==> src/rtl/mem_arb_pkg.sv <==
// Shared types and constants for the unified-memory arbiter.
package mem_arb_pkg;

   typedef enum logic {IDLE, BUSY} state_e;

   typedef enum logic {SEL_IF, SEL_D} port_e;

   localparam logic [2:0] FUNCT3_LW = 3'b010;

endpackage

==> src/rtl/arb_rr2.sv <==
// Two-way round-robin picker: on contention, the port that was not served last wins.
module arb_rr2
   import mem_arb_pkg::*;
(
   input  logic [1:0] req,
   input  port_e      last,
   output logic [1:0] gnt
);

   // bit 0 = fetch, bit 1 = data
   always_comb begin
      gnt = req;
      if (req == 2'b11) begin
         gnt = (last == SEL_D) ? 2'b01 : 2'b10;
      end
   end

endmodule

==> src/rtl/mem_arbiter.sv <==
// Round-robin arbiter sharing one fixed-latency single-port memory between
// instruction fetch and load/store; one access in flight at a time.
module mem_arbiter #(
   parameter int unsigned MEM_LAT = 2
) (
   input  logic        clock,
   input  logic        reset,
   input  logic        if_req,
   input  logic [31:0] if_addr,
   output logic        if_gnt,
   output logic        if_rvalid,
   output logic [31:0] if_rdata,
   input  logic        d_req,
   input  logic        d_we,
   input  logic [31:0] d_addr,
   input  logic [31:0] d_wdata,
   input  logic [2:0]  d_funct3,
   output logic        d_gnt,
   output logic        d_rvalid,
   output logic [31:0] d_rdata,
   output logic        m_req,
   output logic        m_we,
   output logic [31:0] m_addr,
   output logic [31:0] m_wdata,
   output logic [2:0]  m_funct3,
   input  logic [31:0] m_rdata
);
   import mem_arb_pkg::*;

   if (MEM_LAT < 1 || MEM_LAT > 15) begin : g_lat_check
      $error("mem_arbiter: MEM_LAT must be in 1..15");
   end

   state_e     state;
   port_e      last;
   port_e      sel;
   logic [3:0] cnt;
   logic [1:0] pick;
   logic       can_issue;
   logic       done;

   arb_rr2 u_pick (
      .req  ({d_req, if_req}),
      .last (last),
      .gnt  (pick)
   );

   // Grants are combinational from req; gating with reset keeps every output
   // at 0 while reset is held even if requests stay asserted.
   assign can_issue = (state == IDLE) && !reset;
   assign done      = (state == BUSY) && (cnt == 4'(MEM_LAT));

   always_comb begin
      if_gnt   = 1'b0;
      d_gnt    = 1'b0;
      m_req    = 1'b0;
      m_we     = 1'b0;
      m_addr   = '0;
      m_wdata  = '0;
      m_funct3 = '0;
      if (can_issue) begin
         if (pick[0]) begin
            if_gnt   = 1'b1;
            m_req    = 1'b1;
            m_addr   = if_addr;
            m_funct3 = FUNCT3_LW;
         end else if (pick[1]) begin
            d_gnt    = 1'b1;
            m_req    = 1'b1;
            m_we     = d_we;
            m_addr   = d_addr;
            m_wdata  = d_wdata;
            m_funct3 = d_funct3;
         end
      end
   end

   always_comb begin
      if_rvalid = done && (sel == SEL_IF);
      d_rvalid  = done && (sel == SEL_D);
      if_rdata  = if_rvalid ? m_rdata : '0;
      d_rdata   = d_rvalid  ? m_rdata : '0;
   end

   always_ff @(posedge clock or posedge reset) begin
      if (reset) begin
         state <= IDLE;
         cnt   <= '0;
         last  <= SEL_D;
         sel   <= SEL_IF;
      end else begin
         unique case (state)
            IDLE: begin
               if (pick != 2'b00) begin
                  sel   <= pick[0] ? SEL_IF : SEL_D;
                  last  <= pick[0] ? SEL_IF : SEL_D;
                  cnt   <= 4'd1;
                  state <= BUSY;
               end
            end
            BUSY: begin
               cnt <= cnt + 4'd1;
               if (done) begin
                  state <= IDLE;
               end
            end
            default: state <= IDLE;
         endcase
      end
   end

endmodule

==> config.mk <==
export PLATFORM = sky130hd
export DESIGN_NAME = mem_arbiter
export DESIGN_NICKNAME = d
export VERILOG_FILES = /design/src/rtl/mem_arb_pkg.sv /design/src/rtl/arb_rr2.sv /design/src/rtl/mem_arbiter.sv
export SDC_FILE = /design/constraint.sdc
export NUM_CORES = 1
export LEC_CHECK = 0
export CORE_AREA = 2 2 107 109
export DETAILED_ROUTE_END_ITERATION = 10
export DIE_AREA = 0 0 109 111
export PLACE_DENSITY = 0.67
export SETUP_SLACK_MARGIN = 0.2
export SYNTH_ARGS = -nofsm -noshare
export SYNTH_HDL_FRONTEND = slang
export SYNTH_SLANG_ARGS = --single-unit
==> constraint.sdc <==
create_clock -name clock -period 1.6 [get_ports clock]
set_input_delay 0.24 -clock clock [delete_from_list [all_inputs] [get_ports clock]]
set_output_delay 0.24 -clock clock [all_outputs]
set_load 0.02 [all_outputs]
-- Word level (Yosys, flattened, before mapping)
Index checks and enable logic that the tools add are counted.
- flip-flop bits (word level): 7
- input bits: 136
- output and inout port bits: 137
- logic and storage cells: 46
- add/subtract/negate cells: 1
- equal/unequal tests: 3
- mux-type cells: 29
- bitwise gates (word level): 2
- reduce and logical (&&, ||, !) cells: 7
- operator list (cell ; count):
    32-bit 2-to-1 mux ; 8
    1-bit 2-to-1 mux ; 13
    3-bit 2-to-1 mux ; 3
    4-bit case mux with 2 select lines ; 1
    4-bit by 1-bit adder with 4-bit output, second input constant ; 1
    4-bit by 2-bit equality test with 1-bit output, second input constant ; 1
    1-bit logical AND ; 4
    2-bit 2-to-1 mux ; 2
    4-bit 2-to-1 mux ; 1
    2-bit equality test, second input constant ; 1
    2-bit by 1-bit != test with 1-bit output, second input constant ; 1
    1-bit NOT ; 2
    1-bit case mux with 2 select lines ; 1
    2-bit AND reduction ; 1
    2-bit nonzero test ; 1
    1-bit zero test ; 1

-- Depth between registers and ports, before layout
- word-level depth: 5
- gate-level depth with buffers: 6
- mapped depth without buffers: 5

-- Cells and area by module
A second synthesis with hierarchy kept.
- cell total of the unflattened synthesis: 194
- area total of the unflattened synthesis: 1398.8 µm²
- modules (own cells, without submodules) (module ; times used ; cells an instance ; area an instance (µm²) ; seq. area each (µm²)):
    mem_arbiter ; 1 ; 191 ; 1380.1 ; 176.4
    arb_rr2 ; 1 ; 3 ; 18.8 ; 0.0

-- Worst setup path after synthesis
OpenSTA, ideal clock, no wires.
- path kind: register to output
- start: register cnt[0]
- end: output port if_rdata[22]
- arrival time: 1539 ps
- slack: -179 ps
- stages on the path, launching flop included: 7
- buffers on the path: 1
- cells stage by stage: dfrtp_1 -> inv_1 -> ha_1 -> and4bb_2 -> and2b_1 -> buf_2 -> and2_1
- longest elaborated chain between the ends: 4
- RTL lines (what ; RTL line ; source):
    start: declaration ; mem_arbiter.sv:37 ; logic [3:0] cnt;
    start signal: assignment ; mem_arbiter.sv:102 ; cnt <= cnt + 4'd1;
    4-bit by 2-bit equality test with 1-bit output ; mem_arbiter.sv:51 ; assign done = (state == BUSY) && (cnt == 4'(MEM_LAT));
    1-bit logical AND ; mem_arbiter.sv:51 ;
    1-bit logical AND ; mem_arbiter.sv:79 ; if_rvalid = done && (sel == SEL_IF);
    net if_rvalid ; mem_arbiter.sv:11 ; output logic if_rvalid,
    32-bit 2-to-1 mux ; mem_arbiter.sv:81 ; if_rdata = if_rvalid ? m_rdata : '0;
    end: declaration ; mem_arbiter.sv:12 ; output logic [31:0] if_rdata,
The timed path passes the listed nets, and every way through them passes these cells.

-- Final worst setup path
- start: register last
- end: output port m_addr[29]
- longest elaborated chain between the ends: 5
- RTL lines (what ; RTL line ; source):
    start: declaration ; mem_arbiter.sv:35 ; port_e last;
    start signal: assignment ; mem_arbiter.sv:96 ; last <= pick[0] ? SEL_IF : SEL_D;
    2-bit 2-to-1 mux * ; arb_rr2.sv:14 ; gnt = (last == SEL_D) ? 2'b01 : 2'b10;
    2-bit 2-to-1 mux * ; arb_rr2.sv:13 ; if (req == 2'b11) begin
    32-bit 2-to-1 mux ; mem_arbiter.sv:67 ; end else if (pick[1]) begin
    32-bit 2-to-1 mux * ; mem_arbiter.sv:62 ; if (pick[0]) begin
    32-bit 2-to-1 mux * ; mem_arbiter.sv:61 ; if (can_issue) begin
    end: declaration ; mem_arbiter.sv:23 ; output logic [31:0] m_addr,
Every way passes the cells marked *; elsewhere a longest branch is shown, timed or not.

==> flow_summary.yaml <==
global_routing:
  track_usage_pct: 16.1
  antenna_found_initial: 0
  grt-ovfl-total: 0
  grt_max_degree: 35
  grt_pass1_vias: 2983
  grt_pass1_wl_um: 15600
final_layout:
  area_delta_synth_final_pct: 331
  layout.nets: 665
  utilization_pct: 55.5
  drive_gt1_share_pct: 68.6
  antennaDiodeCount: 0
  fill_cells: 942
  layout_common_cells: "buf_6 (160), clkdlybuf4s50_1 (132), and2_4 (68)"
  final_common_cell: "buf_6"
cts:
  path_clk_slew_ns: 0.04
  cts_hold_buf: 0
  clk_path_buf_depth: 2
  cts_max_level: 1
  clock_latency_ns: 0.23
  cts_made_buffers: 3
  clock_sink_count: 7
  tritoncts: "done"
  cts_root_buf: "clkbuf_16"
sta:
  fin_crit_sh_pct: 128
  min_period_ns: 2.05
  relSlewSlack_pct: 74.7
  worst_slack_ns: -0.447
  hold_viol: 0
  fmax_mhz: 488
  worstMarginPinSlew_ns: 0.379
  grt_setup_unrepaired: "yes"
  skew_ns: 0.00144
  setup_violations: 137
  drv_slew: 0
detailed_routing:
  via_count: 2828
  initialDrtViolationCount: 63
  dr.pass1.iters: 5
  ant_nets: 0
  via_per_inst: 4.23
  wl_per_cell_um: 16.5
  drc: 0
  wl_um: 11100
critical_path:
  crit_fanout: 8
  rrSetupSlack_ns: 0.15
  reg2regPathDepth: 7
  r2r-start: "state"
  crit_type: "flip-flop to output pin"
  endpoint_kind: "output pin"
  critPathLaunchType: "flip-flop"
  cp.required_ns: 1.36
  worstReg2RegEnd: "state"
  cp.arrival_ns: 1.81
synthesis:
  netlist_instances: 190
  yosysUniqueCellTypes: 27
  netlist_area_mm2: 0.00143
  ys_warn_count: 0
  avgSynthCellArea_um2: 7.51
  ys_ff_latch: 7
  syn-num-nets: 328
  yosysSeqAreaShare_pct: 12.4
power_and_ir_drop:
  irDropWorstVdd_uv: 624
  pwr_density_cell_mw_per_mm2: 737
  p_leak_nw: 2.87
die:
  num_rows: 39
  fp.dieH_um: 111
  initial_core_util_pct: 12.9
  coreArea_mm2: 0.0111
  dieWidth_um: 109
  ioPinCount: 273
  die_area_mm2: 0.0121
min_path:
  hold_class: "input pin to async pin"
placed_design:
  dp_hpwl_um: 7660
  post-place-ws_ns: -0.879
  routabilityCongestion: 0.858
  port_buffers: 272
run:
  cap_violations: 0
outcome:
  violations: "setup timing"
  outcome: "finished with violations"
sequential cells by signal, summed over array words and instances, names as in the netlist:
signal / count
cnt: 4
last: 1
sel: 1
state: 1
logic make-up (layout without fill, tap and decap cells):
logic type,count (synthesis),count (layout),synth area share [%]
multiplexers,3,3,2.11
XOR/XNOR,1,1,0.614
buffers and inverters,23,359,8.95
AO/OA/AOI/OAI,39,39,23.9
flip-flops,7,7,12.4
AND/OR/NAND/NOR,115,115,50.4
adder cells (fa/ha/maj),2,2,1.75
metal layers:
metal / wire length, um / global-route usage [%] / part of all wire (%)
met1: 4000 / 18.0 / 36
met2: 6170 / 30.6 / 56
met3: 705 / 3.53 / 6.4
met4: 183 / 3.33 / 1.7
met5: 0 / 0 / 0
worst max path at each step:
stage	from	to	slack (ns)	depth (start not counted)
2_1_floorplan	cnt[0]	if_rdata[22]	-0.03	6
3_3_place_gp	d_req	m_wdata[12]	-0.79	7
3_5_place_dp	d_req	m_addr[17]	-0.88	7
4_1_cts	state	m_wdata[17]	-0.46	9
5_1_grt	state	m_wdata[17]	-0.52	9
6_report	last	m_addr[29]	-0.45	8
layout make-up:
class | count | area, um2 | area share, %
tap | 143 | 179 | 2.91
inverter | 2 | 7.51 | 0.122
multi-input combinational | 160 | 1740 | 28.4
sequential | 7 | 176 | 2.87
clock buffer | 4 | 78.8 | 1.28
timing repair buffer | 353 | 3960 | 64.4
synthesized netlist by cell type, drive strengths merged:
| cell type | number | area, um2 |
|---|---|---|
| inv | 2 | 7.51 |
| nand2 | 2 | 7.51 |
| dfstp | 1 | 26.3 |
| a21o | 1 | 7.51 |
| and2b | 1 | 7.51 |
| and4bb | 1 | 12.5 |
| a31o | 1 | 8.76 |
| nand2b | 3 | 26.3 |
| nor3 | 2 | 10.0 |
| and3 | 33 | 206 |
| xor2 | 1 | 8.76 |
| and2 | 68 | 425 |
| clkbuf | 10 | 40.0 |
| o21ai | 1 | 5.00 |
| a22o | 33 | 289 |
| mux2i | 3 | 30.0 |
| buf | 11 | 80.1 |
| dfrtp | 6 | 150 |
| a211oi | 1 | 20.0 |
| nand3 | 1 | 5.00 |
| ha | 2 | 25.0 |
| nor2 | 3 | 11.3 |
| a21oi | 2 | 10.0 |
| nand4 | 1 | 6.26 |
repair_timing:
item,CTS,global route
pin swaps,7,27
endpoints found under the setup margin,137,137
hold endpoints to repair,0,0
buffers inserted,34,8
resized for setup,800,119
cloned,6,4
critical path, stage by stage, from the launching register on:
cell,delay [ns]
dfstp_2,0.55
buf_6,0.10
a211oi_4,0.06
buf_4,0.15
buf_8,0.13
buf_12,0.13
buf_6,0.11
a22o_4,0.21
buf_6,0.13
power by group:
part | switching (W) | internal [W] | total [W]
combinational | 0.00153 | 0.00223 | 0.00376
clock | 0.0000902 | 0.000331 | 0.000421
sequential | 0.0000683 | 0.000280 | 0.000348
total | 0.00169 | 0.00284 | 0.00453
stage by stage:
stage               cell area, um2  total power [W]  setup TNS [ns]  hold slack [ns]  instances
floorplan                     1960          0.00174           -1.51           0.0427        190
global placement              4970          0.00302          -89.40            0.527        613
detailed placement            4970          0.00306          -95.85            0.534        613
CTS                           5600          0.00404          -45.87            0.318        657
global route                  6140          0.00476          -56.67            0.352        669
finish                        6140          0.00453          -48.19            0.320        669
Power figures use the tool's default switching activity.
